File: src/rtl/vga_pkg.sv
// Shared definitions for the VGA line-fetch block.
//   fetch_state_e : line-fetch FSM states (IDLE / FETCH / DRAIN)
//   ST_*          : system state codes; only ST_SHOW enables fetch and display
//   rgb444_t      : 12-bit RGB444 pixel
//   clog2_min1    : $clog2 clamped to at least one bit for tiny parameters
package vga_pkg;

   typedef enum logic [1:0] {
      IDLE  = 2'd0,
      FETCH = 2'd1,
      DRAIN = 2'd2
   } fetch_state_e;

   localparam logic [7:0] ST_WAIT = 8'h01;
   localparam logic [7:0] ST_LOAD = 8'h02;
   localparam logic [7:0] ST_SHOW = 8'h03;

   typedef logic [11:0] rgb444_t;

   function automatic int unsigned clog2_min1(input int unsigned n);
      return (n <= 1) ? 1 : $clog2(n);
   endfunction

endpackage

File: src/rtl/line_ram.sv
// Ping-pong line buffer: two banks of W RGB444 pixels.
//   clk            : clock for the write port
//   we/wbank/wcol  : write enable, bank and column
//   wdata          : pixel to write
//   rbank/rcol     : read bank and column (combinational read)
//   rdata          : pixel at {rbank, rcol}; 0 when rcol is past the row end
module line_ram
   import vga_pkg::*;
#(
   parameter int unsigned W  = 200,
   parameter int unsigned CW = 8
) (
   input  logic          clk,
   input  logic          we,
   input  logic          wbank,
   input  logic [CW-1:0] wcol,
   input  rgb444_t       wdata,
   input  logic          rbank,
   input  logic [CW-1:0] rcol,
   output rgb444_t       rdata
);

   rgb444_t mem [2][W];

   always_ff @(posedge clk) begin
      if (we) begin
         mem[wbank][wcol] <= wdata;
      end
   end

   // Out-of-row columns only occur outside the display window; keep them defined.
   assign rdata = (32'(rcol) < W) ? mem[rbank][rcol] : '0;

endmodule

File: src/rtl/vga_line_fetch.sv
// Streams one image row per spram_rd_sig pulse from SPRAM into a ping-pong
// line buffer and drives RGB444 for a W x H image at (STARTCOL, STARTROW).
//   clk, rst              : pixel clock, synchronous active-high reset
//   state                 : system state, 8'h03 = show
//   spram_rd_sig          : per-line pulse requesting the next row
//   xpos, ypos            : display coordinates (unsigned, wrap in blanking)
//   spram_addr/rden/dout  : SPRAM read port, data one cycle after rden
//   VGA_R/G/B             : registered pixel colour
//   busy                  : fetch in progress
//   fetch_ovf             : sticky, pulse arrived while busy
// Optional build macro VGA_FETCH_BORDER_EN draws a one-pixel white frame
// just outside the image window.
module vga_line_fetch
   import vga_pkg::*;
#(
   parameter int unsigned W        = 200,
   parameter int unsigned H        = 150,
   parameter int unsigned STARTROW = 0,
   parameter int unsigned STARTCOL = 0,
   parameter int unsigned ADDR_W   = 16
) (
   input  logic              clk,
   input  logic              rst,
   input  logic [7:0]        state,
   input  logic              spram_rd_sig,
   input  logic [11:0]       xpos,
   input  logic [11:0]       ypos,
   output logic [ADDR_W-1:0] spram_addr,
   output logic              spram_rden,
   input  logic [15:0]       spram_dout,
   output logic [3:0]        VGA_R,
   output logic [3:0]        VGA_G,
   output logic [3:0]        VGA_B,
   output logic              busy,
   output logic              fetch_ovf
);

   localparam int unsigned CW = clog2_min1(W);
   localparam int unsigned RW = clog2_min1(H);

   fetch_state_e      fsm;
   logic [CW-1:0]     col;
   logic [CW-1:0]     col_d;
   logic [RW-1:0]     row_idx;
   logic [ADDR_W-1:0] base;
   logic              wr_vld;
   logic              show;

   logic [11:0] rel_x;
   logic [11:0] rel_y;
   logic        in_win;
   logic        on_border;
   rgb444_t     rd_pix;
   rgb444_t     rgb;

   logic unused_dout;
   assign unused_dout = ^spram_dout[15:12];

   assign show = (state == ST_SHOW);

   // Fetch FSM. SPRAM data lags rden by one cycle, so each returned word is
   // written at col_d; the DRAIN cycle catches the last word.
   always_ff @(posedge clk) begin
      if (rst) begin
         fsm        <= IDLE;
         col        <= '0;
         col_d      <= '0;
         row_idx    <= '0;
         base       <= '0;
         spram_addr <= '0;
         spram_rden <= 1'b0;
         busy       <= 1'b0;
         fetch_ovf  <= 1'b0;
         wr_vld     <= 1'b0;
      end else begin
         col_d  <= col;
         wr_vld <= spram_rden;
         if (spram_rd_sig && (fsm != IDLE)) begin
            fetch_ovf <= 1'b1;
         end
         if (!show) begin
            // Leaving show abandons any partial row and restarts at image row 0.
            fsm        <= IDLE;
            col        <= '0;
            row_idx    <= '0;
            base       <= '0;
            spram_rden <= 1'b0;
            busy       <= 1'b0;
            wr_vld     <= 1'b0;
         end else begin
            unique case (fsm)
               IDLE: begin
                  if (spram_rd_sig) begin
                     fsm        <= FETCH;
                     col        <= '0;
                     spram_rden <= 1'b1;
                     spram_addr <= base;
                     busy       <= 1'b1;
                  end
               end
               FETCH: begin
                  if (col == CW'(W - 1)) begin
                     fsm        <= DRAIN;
                     spram_rden <= 1'b0;
                  end else begin
                     col        <= col + 1'b1;
                     spram_addr <= base + ADDR_W'(col) + ADDR_W'(1);
                  end
               end
               DRAIN: begin
                  fsm  <= IDLE;
                  busy <= 1'b0;
                  if (row_idx == RW'(H - 1)) begin
                     row_idx <= '0;
                     base    <= '0;
                  end else begin
                     row_idx <= row_idx + 1'b1;
                     base    <= base + ADDR_W'(W);
                  end
               end
               default: fsm <= IDLE;
            endcase
         end
      end
   end

   line_ram #(
      .W  (W),
      .CW (CW)
   ) u_line_ram (
      .clk   (clk),
      .we    (wr_vld),
      .wbank (row_idx[0]),
      .wcol  (col_d),
      .wdata (spram_dout[11:0]),
      .rbank (rel_y[0]),
      .rcol  (rel_x[CW-1:0]),
      .rdata (rd_pix)
   );

   // Coordinates left of / above the image wrap to large values and fall out.
   assign rel_x  = xpos - 12'(STARTCOL);
   assign rel_y  = ypos - 12'(STARTROW);
   assign in_win = (rel_x < 12'(W)) && (rel_y < 12'(H));

`ifdef VGA_FETCH_BORDER_EN
   logic x_ext;
   logic y_ext;
   // Expanded rectangle is one pixel wider on each side; 12'hFFF is "-1".
   assign x_ext     = (rel_x <= 12'(W)) || (rel_x == 12'hFFF);
   assign y_ext     = (rel_y <= 12'(H)) || (rel_y == 12'hFFF);
   assign on_border = x_ext && y_ext && !in_win;
`else
   assign on_border = 1'b0;
`endif

   always_ff @(posedge clk) begin
      if (rst) begin
         rgb <= '0;
      end else if (show && in_win) begin
         rgb <= rd_pix;
      end else if (show && on_border) begin
         rgb <= 12'hFFF;
      end else begin
         rgb <= '0;
      end
   end

   assign VGA_R = rgb[11:8];
   assign VGA_G = rgb[7:4];
   assign VGA_B = rgb[3:0];

endmodule

File: config.mk
export PLATFORM = sky130hd
export DESIGN_NAME = vga_line_fetch
export DESIGN_NICKNAME = d
export VERILOG_FILES = /design/src/rtl/vga_pkg.sv /design/src/rtl/line_ram.sv /design/src/rtl/vga_line_fetch.sv
export SDC_FILE = /design/constraint.sdc
export NUM_CORES = 2
export LEC_CHECK = 0
export CAP_MARGIN = 20
export CORE_MARGIN = 4
export CORE_UTILIZATION = 45
export CTS_BUF_LIST = sky130_fd_sc_hd__clkbuf_8
export CTS_CLUSTER_SIZE = 30
export DETAILED_ROUTE_END_ITERATION = 10
export GPL_ROUTABILITY_DRIVEN = 1
export HOLD_SLACK_MARGIN = 0.05
export PLACE_DENSITY = 0.63
export SYNTH_ARGS = -nofsm -noshare
export SYNTH_HDL_FRONTEND = slang
export SYNTH_MEMORY_MAX_BITS = 65536
export SYNTH_SLANG_ARGS = --single-unit
File: constraint.sdc
create_clock -name clk -period 3.4 [get_ports clk]
set_clock_uncertainty 0.05 [all_clocks]
set_input_delay 0.51 -clock clk [delete_from_list [all_inputs] [get_ports clk]]
set_output_delay 0.51 -clock clk [all_outputs]
set_load 0.05 [all_outputs]
==> flow_summary.yaml <==
synthesis:
  synth-main-ff-cell: "edfxtp_1"
  synthDistinctLibCells: 76
  synth_edf_count: 4800
  ys_warn_count: 0
  seq_area_frac_synth_pct: 76.86
  postSynthNetCount: 8850
  yosysTopAreaCellShare_pct: 76.11
  yosys-top-cells-area: "edfxtp_1 76%, mux4_2 13%, mux2i_1 2.8%"
  syn_area_sq_um: 189400
  syn_avg_cell_area_sq_um: 21.55
  synth_seq_cells: 4871
  synthArstFlopShare_pct: 0
  synth_top_area_cell: "edfxtp_1"
  netlist_instances: 8788
cts:
  clock_path_buffers: 4
  cts_tree: "built"
  cts_root_buf: "clkbuf_8"
  insertion_delay_ps: 1280
  clk_pin_slew_ps: 60
  post-cts-setup-buffer-count: 0
  cts-buffers-inserted: 761
  clock-sinks: 4871
  cts_htree_levels: 6
timing:
  whs_ps: 176.9
  slew_headroom_pct: 14.89
  slew_violations: 0
  final-setup-viol-count: 0
  setup_slack_ps: 31.95
  finalCritPeriodShare_pct: 99.06
  setup_tns_ps: 0
  rsz0062_at_grt: "no"
  finalHoldViolations: 0
  worst_pin_slew_ps: 1269
  period_needed_ps: 3368
  fmax_mhz: 296.9
grt:
  grt_pass1_wl_um: 760000
  antenna_found_initial: 36
  grtUsageTotal_pct: 24.62
  grt_pass1_vias: 100300
  gr-total-overflow: 0
  grt_max_degree: 135
critical_path:
  crit_chain: "mux4_2 -> mux4_2 -> nand2_1 -> nand2_1 -> a211oi_1 -> buf_4 -> o32ai_1 -> o21a_1"
  slowest_delay_ps: 1100
  end_kind: "flip-flop"
  cp.arrival_ps: 4500
  rr_worst_depth: 8
  criticalPathCategory: "flip-flop to flip-flop"
  worstPathMaxFanout: 1
  timing.rr.end: "rgb[2]"
  cp-start-kind: "flip-flop"
  r2r_setup_slack_ps: 30
  worst_ep_required_time_ps: 4530
  cpMaxStageDelayCell: "a211oi_1"
  r2r-start: "u_line_ram.mem[0][1370]"
layout:
  fillers: 32260
  stdcell_count: 16610
  final_layout_size_suffix_gt1_share_pct: 30.85
  area_growth_syn_to_layout_pct: 16.14
  fin_nets: 10510
  final_area_sq_um: 220000
  post-route-util_pct: 52.61
pwr:
  p_leak_nw: 72.45
  power.density_nw_per_um2: 540.7
  irDropWorstVdd_uv: 340.5
  total_power_mw: 118.9
floorplanning:
  io_pins: 82
  num_rows: 237
  start_util_pct: 45.30
  die-area_sq_um: 431300
  fp.coreArea_sq_um: 418100
  dieHeight_um: 656.7
  dieWidth_um: 656.7
placement:
  dpl.hpwl_um: 350200
  place_congestion: 0.9379
  placed_area_sq_um: 205600
  pre_cts_ws_ps: -896.4
  io_buffers: 77
  dp_cells: 15160
route:
  drt_wl_total_um: 540200
  drcViolationCount: 0
  antenna_left: 0
  vias: 100100
  drt_first_pass_iters: 6
  drtIter0Drc: 13540
  wire_per_inst_um: 32.53
  avgViaCountPerCell: 6.025
min_path:
  hold_path.class: "input port to flip-flop"
  min_from: "spram_dout[3]"
  hold_path_depth: 2
  holdPathEnd: "u_line_ram.mem[1][867]"
run:
  drv_cap: 0
status:
  status: "complete, no violations"
-- cells in the final DEF (no fill, tap or decap), types with 28 or more instances in the layout --
master,n
buf_4,1145
nand3_1,49
nor3_1,36
a31oi_1,48
edfxtp_1,4800
nand2_1,235
dfxtp_1,71
clkinv_2,91
a22oi_1,94
nor2b_1,28
clkinv_1,189
buf_12,159
clkdlybuf4s50_1,54
o22ai_1,30
o21ai_0,78
mux4_2,1079
diode_2,50
a221oi_1,66
mux4_1,33
a211oi_1,70
inv_1,258
a21oi_1,141
nor2_1,497
mux2i_1,528
clkbuf_8,769
-- sequential cells by signal (all words and copies together) (netlist names) --
register / cells
rgb: 12
spram_addr: 16
spram_rden: 1
col: 8
fsm: 2
u_line_ram.mem: 4800
fetch_ovf: 1
busy: 1
wr_vld: 1
row_idx: 8
col_d: 8
base: 13
-- kinds of logic (layout without fill, tap and decap cells) --
family	Yosys count	in the layout	share of synthesized area, %
AOI/OAI and AO/OA	714	714	2.650
xor gates and xnor gates	31	31	0.1434
adders and majority gates	11	11	0.07267
buffers and inverters	529	2800	1.891
DFF	4871	4871	76.86
muxes	1661	1661	16.20
other	0	50	0
and+or+nand+nor	971	971	2.181
-- power by group --
part	switching [mW]	internal, mW
registers	0.000219	65.9
logic	4.28	2.67
clock network	23.1	22.9
-- area by class of cell --
type / count / area [sq um] / share of cell area [%]
Timing Repair Buffer: 1410 / 12930 / 5.879
Clock inverter: 604 / 3433 / 1.561
Inverter: 17 / 77.57 / 0.03527
Clock buffer: 769 / 10580 / 4.812
Multi-Input combinational cell: 3388 / 40370 / 18.35
Antenna cell: 50 / 125.1 / 0.05688
Tap cell: 5497 / 6878 / 3.127
Sequential cell: 4871 / 145600 / 66.18
-- worst max path at each step --
stage	startpoint	end	slack, ps	depth (start not counted)
after floorplan	xpos[0]	rgb[2]	560	11
after global placement	ypos[0]	rgb[2]	-960	13
after detailed placement	ypos[0]	rgb[2]	-900	13
after CTS	rgb[0]	VGA_B[0]	7	1
after global routing	rgb[3]	VGA_B[3]	20	1
final	u_line_ram.mem[0][1370]	rgb[2]	30	8
-- timing repair --
item / in CTS / in global routing
gates cloned: 0 / 0
hold endpoints to repair: 3762 / 0
hold buffers: 23 / 0
setup endpoints to repair: 4 / 12
pin swaps: 0 / 0
resized for setup: 4 / 1
-- Yosys cell counts (22+ instances only) --
cell type and n:
a211oi_1 70, a21oi_1 141, a221o_1 26, a221oi_1 66, a22oi_1 94, a31oi_1 48, buf_2 117, buf_4 58
buf_6 74, buf_8 31, clkbuf_1 183, dfxtp_1 71, edfxtp_1 4800, mux2i_1 528, mux4_1 33, mux4_2 1079
nand2_1 239, nand2b_1 22, nand3_1 55, nor2_1 504, nor2b_1 31, nor3_1 37, o211ai_1 27, o21ai_0 78
o22ai_1 30
-- routing by layer --
metal | track usage [%] | up-vias | part of all wire, %
met4 | 10.25 | 6 | 4.6
met3 | 6.151 | 972 | 10
met2 | 37.96 | 5544 | 47
met1 | 33.68 | 53150 | 38
met5 | 0 | - | 0.012
li1 | - | 40380 | -
-- worst max-delay path, delay by kind of cell (launching register included) --
kind / cells / cell delay, ps
multiplexers: 2 / 1000
AND/OR/NAND/NOR: 2 / 290
buffers and inverters: 1 / 250
flip-flops: 1 / 380
AO/OA/AOI/OAI: 3 / 1340
No activity file was read; power rests on OpenSTA's default activity.
